## src/rtl/hazard_ctrl.sv

```systemverilog
// Pipeline hazard controller for the five-stage core: latch enables/flushes, PC write enable,
// memory-wait and halt sequencing, plus saturating stall/flush counters for the debug path.

module hazard_ctrl_chk #(
   parameter int CNT_W = 16
) (
   input logic             CLK,
   input logic             RST,
   input logic             pc_en,
   input logic             ifid_enable,
   input logic             ifid_flush,
   input logic             idex_enable,
   input logic             idex_flush,
   input logic             exmem_enable,
   input logic             exmem_flush,
   input logic             memwb_enable,
   input logic             memwb_flush,
   input logic             halt,
   input logic [CNT_W-1:0] stall_cnt,
   input logic [CNT_W-1:0] flush_cnt
);

   logic any_en_s;
   logic any_fl_s;
   logic en_fl_clash_s;

   assign any_en_s = pc_en | ifid_enable | idex_enable | exmem_enable | memwb_enable;
   assign any_fl_s = ifid_flush | idex_flush | exmem_flush | memwb_flush;
   assign en_fl_clash_s = (ifid_enable & ifid_flush) | (idex_enable & idex_flush) |
                          (exmem_enable & exmem_flush) | (memwb_enable & memwb_flush);

   a_reset_squash: assert property (@(posedge CLK)
      RST |-> (!halt && !any_en_s && ifid_flush && idex_flush && exmem_flush && memwb_flush));

   a_halt_frozen: assert property (@(posedge CLK) disable iff (RST)
      halt |-> (!any_en_s && !any_fl_s));

   a_no_clash: assert property (@(posedge CLK) !en_fl_clash_s);

   // Counters only move upward between resets
   a_stall_mono: assert property (@(posedge CLK) disable iff (RST)
      !$past(RST) |-> (stall_cnt >= $past(stall_cnt)));

   a_flush_mono: assert property (@(posedge CLK) disable iff (RST)
      !$past(RST) |-> (flush_cnt >= $past(flush_cnt)));

endmodule

module hazard_ctrl #(
   parameter int CNT_W = 16,
   parameter int REG_W = 5
) (
   input  logic             CLK,
   input  logic             RST,
   input  logic             ihit,
   input  logic             dhit,
   input  logic             exmem_dren,
   input  logic             exmem_dwen,
   input  logic             idex_dren,
   input  logic [REG_W-1:0] idex_rt,
   input  logic [REG_W-1:0] ifid_rs,
   input  logic [REG_W-1:0] ifid_rt,
   input  logic             id_jump,
   input  logic             ex_branch_taken,
   input  logic             ex_jr,
   input  logic             memwb_halt,
   output logic             pc_en,
   output logic             ifid_enable,
   output logic             ifid_flush,
   output logic             idex_enable,
   output logic             idex_flush,
   output logic             exmem_enable,
   output logic             exmem_flush,
   output logic             memwb_enable,
   output logic             memwb_flush,
   output logic             halt,
   output logic [CNT_W-1:0] stall_cnt,
   output logic [CNT_W-1:0] flush_cnt
);

   typedef enum logic [1:0] {
      ST_RUN    = 2'd0,
      ST_DWAIT  = 2'd1,
      ST_HALTED = 2'd2
   } state_t;

   localparam logic [CNT_W-1:0] CNT_MAX  = {CNT_W{1'b1}};
   localparam logic [CNT_W-1:0] CNT_ONE  = {{(CNT_W-1){1'b0}}, 1'b1};
   localparam logic [REG_W-1:0] REG_ZERO = {REG_W{1'b0}};

   state_t           state_r;
   logic [CNT_W-1:0] stall_cnt_r;
   logic [CNT_W-1:0] flush_cnt_r;

   logic mem_op_s;
   logic ctl_flow_s;
   logic load_use_s;
   logic freeze_s;
   logic stall_inc_s;
   logic flush_inc_s;

   assign mem_op_s   = exmem_dren | exmem_dwen;
   assign ctl_flow_s = ex_branch_taken | ex_jr;
   // Register 0 is hardwired, so a load targeting it never creates a dependency
   assign load_use_s = idex_dren && (idex_rt != REG_ZERO) &&
                       ((idex_rt == ifid_rs) || (idex_rt == ifid_rt));

   // Freeze whenever a data access is outstanding, including the cycle the request first appears
   always_comb begin
      freeze_s = 1'b0;
      case (state_r)
         ST_RUN:   freeze_s = mem_op_s & ~dhit;
         ST_DWAIT: freeze_s = ~dhit;
         default:  freeze_s = 1'b0;
      endcase
   end

   // Latch controls, PC enable and counter increments from state plus current hazards
   always_comb begin
      pc_en        = 1'b0;
      ifid_enable  = 1'b0;
      ifid_flush   = 1'b0;
      idex_enable  = 1'b0;
      idex_flush   = 1'b0;
      exmem_enable = 1'b0;
      exmem_flush  = 1'b0;
      memwb_enable = 1'b0;
      memwb_flush  = 1'b0;
      halt         = 1'b0;
      stall_inc_s  = 1'b0;
      flush_inc_s  = 1'b0;
      if (RST) begin
         ifid_flush  = 1'b1;
         idex_flush  = 1'b1;
         exmem_flush = 1'b1;
         memwb_flush = 1'b1;
      end else begin
         case (state_r)
            ST_HALTED: begin
               halt = 1'b1;
            end
            ST_RUN, ST_DWAIT: begin
               if (freeze_s) begin
                  memwb_flush = 1'b1;
                  stall_inc_s = 1'b1;
               end else if (ctl_flow_s) begin
                  pc_en        = 1'b1;
                  ifid_flush   = 1'b1;
                  idex_flush   = 1'b1;
                  exmem_enable = 1'b1;
                  memwb_enable = 1'b1;
                  flush_inc_s  = 1'b1;
               end else if (load_use_s) begin
                  idex_flush   = 1'b1;
                  exmem_enable = 1'b1;
                  memwb_enable = 1'b1;
                  stall_inc_s  = 1'b1;
               end else if (id_jump) begin
                  pc_en        = 1'b1;
                  ifid_flush   = 1'b1;
                  idex_enable  = 1'b1;
                  exmem_enable = 1'b1;
                  memwb_enable = 1'b1;
                  flush_inc_s  = 1'b1;
               end else if (!ihit) begin
                  ifid_flush   = 1'b1;
                  idex_enable  = 1'b1;
                  exmem_enable = 1'b1;
                  memwb_enable = 1'b1;
                  stall_inc_s  = 1'b1;
               end else begin
                  pc_en        = 1'b1;
                  ifid_enable  = 1'b1;
                  idex_enable  = 1'b1;
                  exmem_enable = 1'b1;
                  memwb_enable = 1'b1;
               end
            end
            default: begin
               ifid_flush  = 1'b1;
               idex_flush  = 1'b1;
               exmem_flush = 1'b1;
               memwb_flush = 1'b1;
            end
         endcase
      end
   end

   // State sequencing and saturating performance counters
   always_ff @(posedge CLK) begin
      if (RST) begin
         state_r     <= ST_RUN;
         stall_cnt_r <= {CNT_W{1'b0}};
         flush_cnt_r <= {CNT_W{1'b0}};
      end else begin
         case (state_r)
            ST_RUN: begin
               if (memwb_halt) begin
                  state_r <= ST_HALTED;
               end else if (mem_op_s && !dhit) begin
                  state_r <= ST_DWAIT;
               end else begin
                  state_r <= ST_RUN;
               end
            end
            ST_DWAIT: begin
               if (memwb_halt) begin
                  state_r <= ST_HALTED;
               end else if (dhit) begin
                  state_r <= ST_RUN;
               end else begin
                  state_r <= ST_DWAIT;
               end
            end
            ST_HALTED: state_r <= ST_HALTED;
            default:   state_r <= ST_RUN;
         endcase
         if (stall_inc_s && (stall_cnt_r != CNT_MAX)) begin
            stall_cnt_r <= stall_cnt_r + CNT_ONE;
         end
         if (flush_inc_s && (flush_cnt_r != CNT_MAX)) begin
            flush_cnt_r <= flush_cnt_r + CNT_ONE;
         end
      end
   end

   assign stall_cnt = stall_cnt_r;
   assign flush_cnt = flush_cnt_r;

   hazard_ctrl_chk #(.CNT_W(CNT_W)) u_chk (
      .CLK          (CLK),
      .RST          (RST),
      .pc_en        (pc_en),
      .ifid_enable  (ifid_enable),
      .ifid_flush   (ifid_flush),
      .idex_enable  (idex_enable),
      .idex_flush   (idex_flush),
      .exmem_enable (exmem_enable),
      .exmem_flush  (exmem_flush),
      .memwb_enable (memwb_enable),
      .memwb_flush  (memwb_flush),
      .halt         (halt),
      .stall_cnt    (stall_cnt),
      .flush_cnt    (flush_cnt)
   );

endmodule
```

## config.mk

```make
export PLATFORM = sky130hd
export DESIGN_NAME = hazard_ctrl
export DESIGN_NICKNAME = d
export VERILOG_FILES = /design/src/rtl/hazard_ctrl.sv
export SDC_FILE = /design/constraint.sdc
export NUM_CORES = 1
export LEC_CHECK = 0
export CAP_MARGIN = 5
export CORE_ASPECT_RATIO = 0.75
export CORE_MARGIN = 1.5
export CORE_UTILIZATION = 30
export DETAILED_ROUTE_END_ITERATION = 7
export HOLD_SLACK_MARGIN = 0.03
export PLACE_DENSITY = 0.62
export SLEW_MARGIN = 15
export SYNTH_ARGS = -nofsm -noshare
export SYNTH_HDL_FRONTEND = slang
export SYNTH_SLANG_ARGS = --single-unit
```

## constraint.sdc

```tcl
create_clock -name CLK -period 2.9 [get_ports CLK]
set_input_delay 0.725 -clock CLK [delete_from_list [all_inputs] [get_ports CLK]]
set_output_delay 0.725 -clock CLK [all_outputs]
set_load 0.005 [all_outputs]
```

==> results.md, run 1 <==
- Post-route minimum period: 2.85 ns
- Die W: between 90 and 100 um
- Final Cycle Share: 0.983
- Htree depth: 2
- Final setup TNS: 0 ns
- Nets: 374
- Worst-Margin Slew: 0.443 ns
- Met1 wire length: 2.85 mm
- Peak VDD IR: ~0.15 mV
- Dpl hpwl: roughly 4.3 mm
- Number of global-route vias before repair: between 2000 and 2500
- WS Path Type: primary input to output port
- Seq/Total Area, Yosys: 0.343
- Die area: 7120 um^2
- Synthesized flop and latch total: 34
- Global route overflow: 0
- Hold_ws: about 0.51 ns
- DRT iter0 DRCs: 62
- Lkg Pwr: 1.15 nW
- Top_reg_cell synth: dfxtp_1
- Post-synth ARST share: 0
- Avg WL per Cell: 13.2 um
- Antenna Cells: 0
- # DRC: 0
- Slew margin rel.: 0.703
- Clock group share of total power: 0.325
- Root Driver: clkbuf_8
- Final slew viol count: 0
- Mapped Cells: between 200 and 250
- Netlist Area Pre-Place: around 2000 um^2
- WL final: ~5.6 mm
- GPL Wtd Cong: 0.802
- Final Cell Area: around 3100 um^2
- Clock Tree Buf Depth: 2
- Setup slack after layout: between 0.04 and 0.05 ns
- Hold Path Class: flip-flop to flip-flop
- Total CTS buffers: 5
- DR pass1 iterations: 4
- Internal power: 0.743 mW
- Initial antenna violation count: 0
- Most common cell after layout, fill and taps aside: clkdlybuf4s50_1
- FP Rows: 25
- PD cells: 323 nW/um^2
- Crit. End Element: output port
- Count of different cell masters after synthesis: 49
- Total GRT Usage: 0.162
- Setup-failing EPs final: 0
- Critical Path Start Type: primary input
- Placed Area: approximately 2900 um^2
- Share of cells above drive strength 1: 0.217
- Gate power share: 0.194
- RSZ-0062 raised after global routing: true
- Critical path arrival: 2.13 ns
- WL met2: 2.30 mm
- Commonest cells after routing, fill and taps aside: clkdlybuf4s50_1, buf_4, dfxtp_1
- Fill count: about 640
- Ys Warns: 0
- Syn Nets: roughly 270
- Mean post-synth cell area: 8.07 um^2
- Sequential power share: 0.481
- Setup WS pre-CTS: -0.776 ns
- Top-Level Pins: about 70
- Vias: between 2000 and 2500
- Multi-input gate area: around 1300 um^2
- Maxcap violations: 0
- CTS tree: yes
- Fin util: 0.486
- Pin count of the biggest net entering global routing: 27
- Hold-fix buffers at CTS: 0
- Port-buffer cells: between 60 and 70
- P&R area growth vs syn: 55.6%
- Placed cells: approximately 420
- CP Max Fanout: 3
- Total power: approximately 1.0 mW
- DR top layer: met4
- CTS clock-pin slew for the worst setup and hold paths: 0.07 ns
- Outcome: finished clean
- Reg area: 681 um^2
- DR vias/cell: between 5 and 6
- Switching pwr: ~0.25 mW
- Post-route insts no fill: between 400 and 500
- Floorplan Core Area: 6350 um^2
- Initial Util: 0.313
- Max Clk Rate: between 0.3 and 0.4 GHz
- Number of synthesized flops with an enable pin: 0
- Post-DRT Antenna Nets: 0
- First-pass GRT wire length: approximately 9.5 mm
- Clock skew: slightly above 0.004 ns
- Die height: ~73 um
- Worst EP required: 2.17 ns
- CTS sink count: 34
- Worst-Skew Late Latency: 0.28 ns
- Met3 wire len: around 400 um
- Final Hold Viols: 0
- Sw frac: 0.255
-- cells in the mapped netlist (4+ instances only) --
cell	count	share of area
a21oi_1	25	0.063
and3_1	7	0.022
clkbuf_1	4	0.0076
dfxtp_1	34	0.34
inv_1	6	0.011
nand2_1	23	0.044
nand3_1	21	0.053
nor2_1	18	0.034
o21ai_0	16	0.040
o31ai_1	6	0.023
or3_1	15	0.047
or4_1	5	0.019
xnor2_1	10	0.044
-- flip-flops by register name (all words and copies together), names as in the netlist --
name / count
stall_cnt: 16
flush_cnt: 16
state_r: 2
-- what timing repair did --
action / 4_1_cts / 5_1_grt
buffers inserted: 1 / 4
pin swaps: 9 / 12
gates resized for setup: 36 / 11
setup endpoints to repair: 9 / 7
-- layer usage --
layer / vias to the layer above / GRT usage
met1: 986 / 0.231
li1: 1110 / -
met3: 7 / 0.0476
met4: 0 / 0.0386
met5: - / 0
met2: 64 / 0.240
-- cell families after synthesis --
group           synth area share
simple gates               0.298
xor+xnor                  0.0530
flops                      0.343
compound gates             0.212
fa+ha+maj                 0.0126
buf+inv                   0.0485
mux                       0.0322
-- cell type report --
class / instances / share of cell area
clock inverter: 2 / 0.00324
clock buffer: 5 / 0.0223
inverter: 6 / 0.00729
multi-input combinational: 195 / 0.409
timing repair buffer: 104 / 0.305
tap: 81 / 0.0328
sequential: 34 / 0.220
-- power groups by stage --
stage | sequential (mW) | combinational [mW] | clock (mW)
3_5_place_dp | 0.489 | 0.185 | 0
3_3_place_gp | 0.489 | 0.184 | 0
6_report | 0.479 | 0.194 | 0.324
2_1_floorplan | 0.486 | 0.0776 | 0
5_1_grt | 0.480 | 0.211 | 0.363
4_1_cts | 0.479 | 0.186 | 0.341
-- critical path, cell delays in order --
cell and delay [ns]:
clkdlybuf4s15_1 0.18, or4_4 0.49, o21a_1 0.21, nand2_2 0.11, a21oi_2 0.07, o31ai_2 0.18, buf_2 0.15
-- worst paths after layout --
kind | startpoint | endpoint | slack, ns | depth (start not counted)
min reg2reg | stall_cnt[14] | stall_cnt[14] | 0.51 | 2
min | stall_cnt[14] | stall_cnt[14] | 0.51 | 2
max reg2reg | flush_cnt[0] | flush_cnt[8] | 0.67 | 9
max | idex_rt[3] | ifid_flush | 0.05 | 7
(Power assumes the default switching activity.)
==> run 2: changes to the inputs <==
Settings changed: CORE_MARGIN 1.5 to not set.
==> results.md, run 2 (synthesized netlist as in run 1, its figures left out) <==
- DR vias/cell: a little over 5
- CTS sink count: 34
- Floorplan Core Area: about 6300 um^2
- Nets: approximately 380
- Final Cycle Share: 0.993
- P&R area growth vs syn: 57.3%
- Setup-failing EPs final: 0
- Worst path bufs/invs: 3
- Antenna Cells: 0
- Max Clk Rate: roughly 0.35 GHz
- Lkg Pwr: ~1.2 nW
- Crit. End Element: output port
- Global route overflow: 0
- Hold Path Class: flip-flop to flip-flop
- Vias: about 2200
- Placed Area: a little under 3000 um^2
- Total GRT Usage: 0.175
- Final slew viol count: 0
- Worst-Skew Late Latency: approximately 0.28 ns
- Post-route insts no fill: between 400 and 500
- Die area: around 7000 um^2
- Final setup TNS: 0 ns
- Sw frac: 0.261
- Switching pwr: 0.264 mW
- Number of global-route vias before repair: 2039
- Most common cell after layout, fill and taps aside: clkdlybuf4s50_1
- Share of cells above drive strength 1: 0.215
- Peak VDD IR: about 0.21 mV
- Total CTS buffers: 5
- Die height: 72.4 um
- Final Cell Area: about 3100 um^2
- Crit path max-delay cell type: clkdlybuf4s50_1
- CTS clock-pin slew for the worst setup and hold paths: 0.07 ns
- Post-DRT Antenna Nets: 0
- Outcome: finished clean
- Fill count: just over 600
- Clock skew: 0.00628 ns
- Clock Tree Buf Depth: 2
- PD cells: 325 nW/um^2
- Internal power: approximately 0.75 mW
- Critical path arrival: ~2.2 ns
- WS Path Type: primary input to output port
- Hold_ws: approximately 0.5 ns
- Worst path max stage delay: around 0.48 ns
- Worst EP required: 2.17 ns
- Critical Path Start Type: primary input
- Maxcap violations: 0
- Final Hold Viols: 0
- Die W: 95.9 um
- DRT iter0 DRCs: 83
- Gate power share: 0.200
- WL final: about 6.0 mm
- Commonest cells after routing, fill and taps aside: clkdlybuf4s50_1, buf_4, dfxtp_1
- RSZ-0062 raised after global routing: true
- Dpl hpwl: 4.17 mm
- Ordered list of cells on the worst path: clkdlybuf4s50_1, xnor2_1, nand2_1, o22ai_2, nand2_2, buf_6, a21oi_2, o31ai_1, buf_2
- Placed cells: 414
- Pin count of the biggest net entering global routing: 32
- Top-Level Pins: slightly below 70
- Post-route minimum period: ~2.9 ns
- Worst-Margin Slew: 0.433 ns
- FF-to-FF setup slack: around 0.6 ns
- Root Driver: clkbuf_8
- FP Rows: 25
- Port-buffer cells: between 60 and 70
- # DRC: 0
- Htree depth: 2
- Clock group share of total power: 0.328
- GPL Wtd Cong: 0.851
- Sequential power share: 0.472
- Avg WL per Cell: 13.7 um
- CP Max Fanout: 2
- First-pass GRT wire length: between 9 and 10 mm
- Initial Util: 0.313
- CTS tree: yes
- Initial antenna violation count: 0
- DR pass1 iterations: 4
- Slew margin rel.: 0.710
- Top delay family on crit path: buffers and inverters
-- run 2: changes by cell type in the layout (fill, tap and decap cells not counted), moves of 2 or more --
cell	previous run	this run
clkdlybuf4s50_1	51	47
buf_6	0	2
dlygate4sd2_1	3	6
xnor2_1	8	10
xnor2_2	2	0
buf_4	36	42
-- run 2: power by group through the flow --
| stage | clock network, mW | logic [mW] | registers [mW] |
|---|---|---|---|
| 2_1_floorplan | 0 | 0.0776 | 0.486 |
| 3_3_place_gp | 0 | 0.183 | 0.490 |
| 3_5_place_dp | 0 | 0.183 | 0.490 |
| 4_1_cts | 0.347 | 0.195 | 0.479 |
| 5_1_grt | 0.364 | 0.220 | 0.480 |
| 6_report | 0.333 | 0.203 | 0.479 |
-- run 2: final cells by class --
cell class                      instances  area [um^2]  share of cell area
Sequential cell                        34          681               0.218
Multi-Input combinational cell        195         1230               0.393
Clock buffer                            5         68.8              0.0221
Clock inverter                          2         10.0             0.00321
Inverter                                6         22.5             0.00722
Tap cell                               81          101              0.0325
Timing Repair Buffer                  111         1010               0.324
-- run 2: metrics by stage --
stage	util	power [mW]	setup WS, ns
after CTS	0.482	1.02	0.000577
after detailed placement	0.461	0.673	-0.704
after global routing	0.491	1.06	-0.0627
after floorplan	-	0.564	0.344
after global placement	0.461	0.672	-0.662
final	0.491	1.01	0.0192
-- run 2: path summary, 6_finish.rpt --
check	to	depth (start not counted)	from
worst max-delay path	ifid_flush	9	ifid_rs[1]
worst min-delay path	stall_cnt[1]	2	stall_cnt[1]
worst min register to register	stall_cnt[1]	2	stall_cnt[1]
worst max register to register	flush_cnt[8]	9	flush_cnt[0]
-- run 2: tightest hold or removal path, delay by kind of cell, from the launching register on --
kind / cells / cell delay, ns
flops: 1 / 0.34
simple gates: 1 / 0.06
compound gates: 1 / 0.05
-- run 2: per-layer routing --
| metal | global-route usage | vias up | routed length, um |
|---|---|---|---|
| met1 | 0.241 | 1017 | 2980 |
| li1 | - | 1126 | - |
| met5 | 0 | - | 0 |
| met2 | 0.274 | 63 | 2510 |
| met4 | 0.0498 | 0 | 53 |
| met3 | 0.0409 | 5 | 417 |
-- run 2: what timing repair did --
action | in CTS | in global routing
setup endpoints to repair | 9 | 23
hold buffers | 0 | 0
pin swaps | 8 | 13
buffers inserted | 8 | 5
resized for setup | 40 | 10
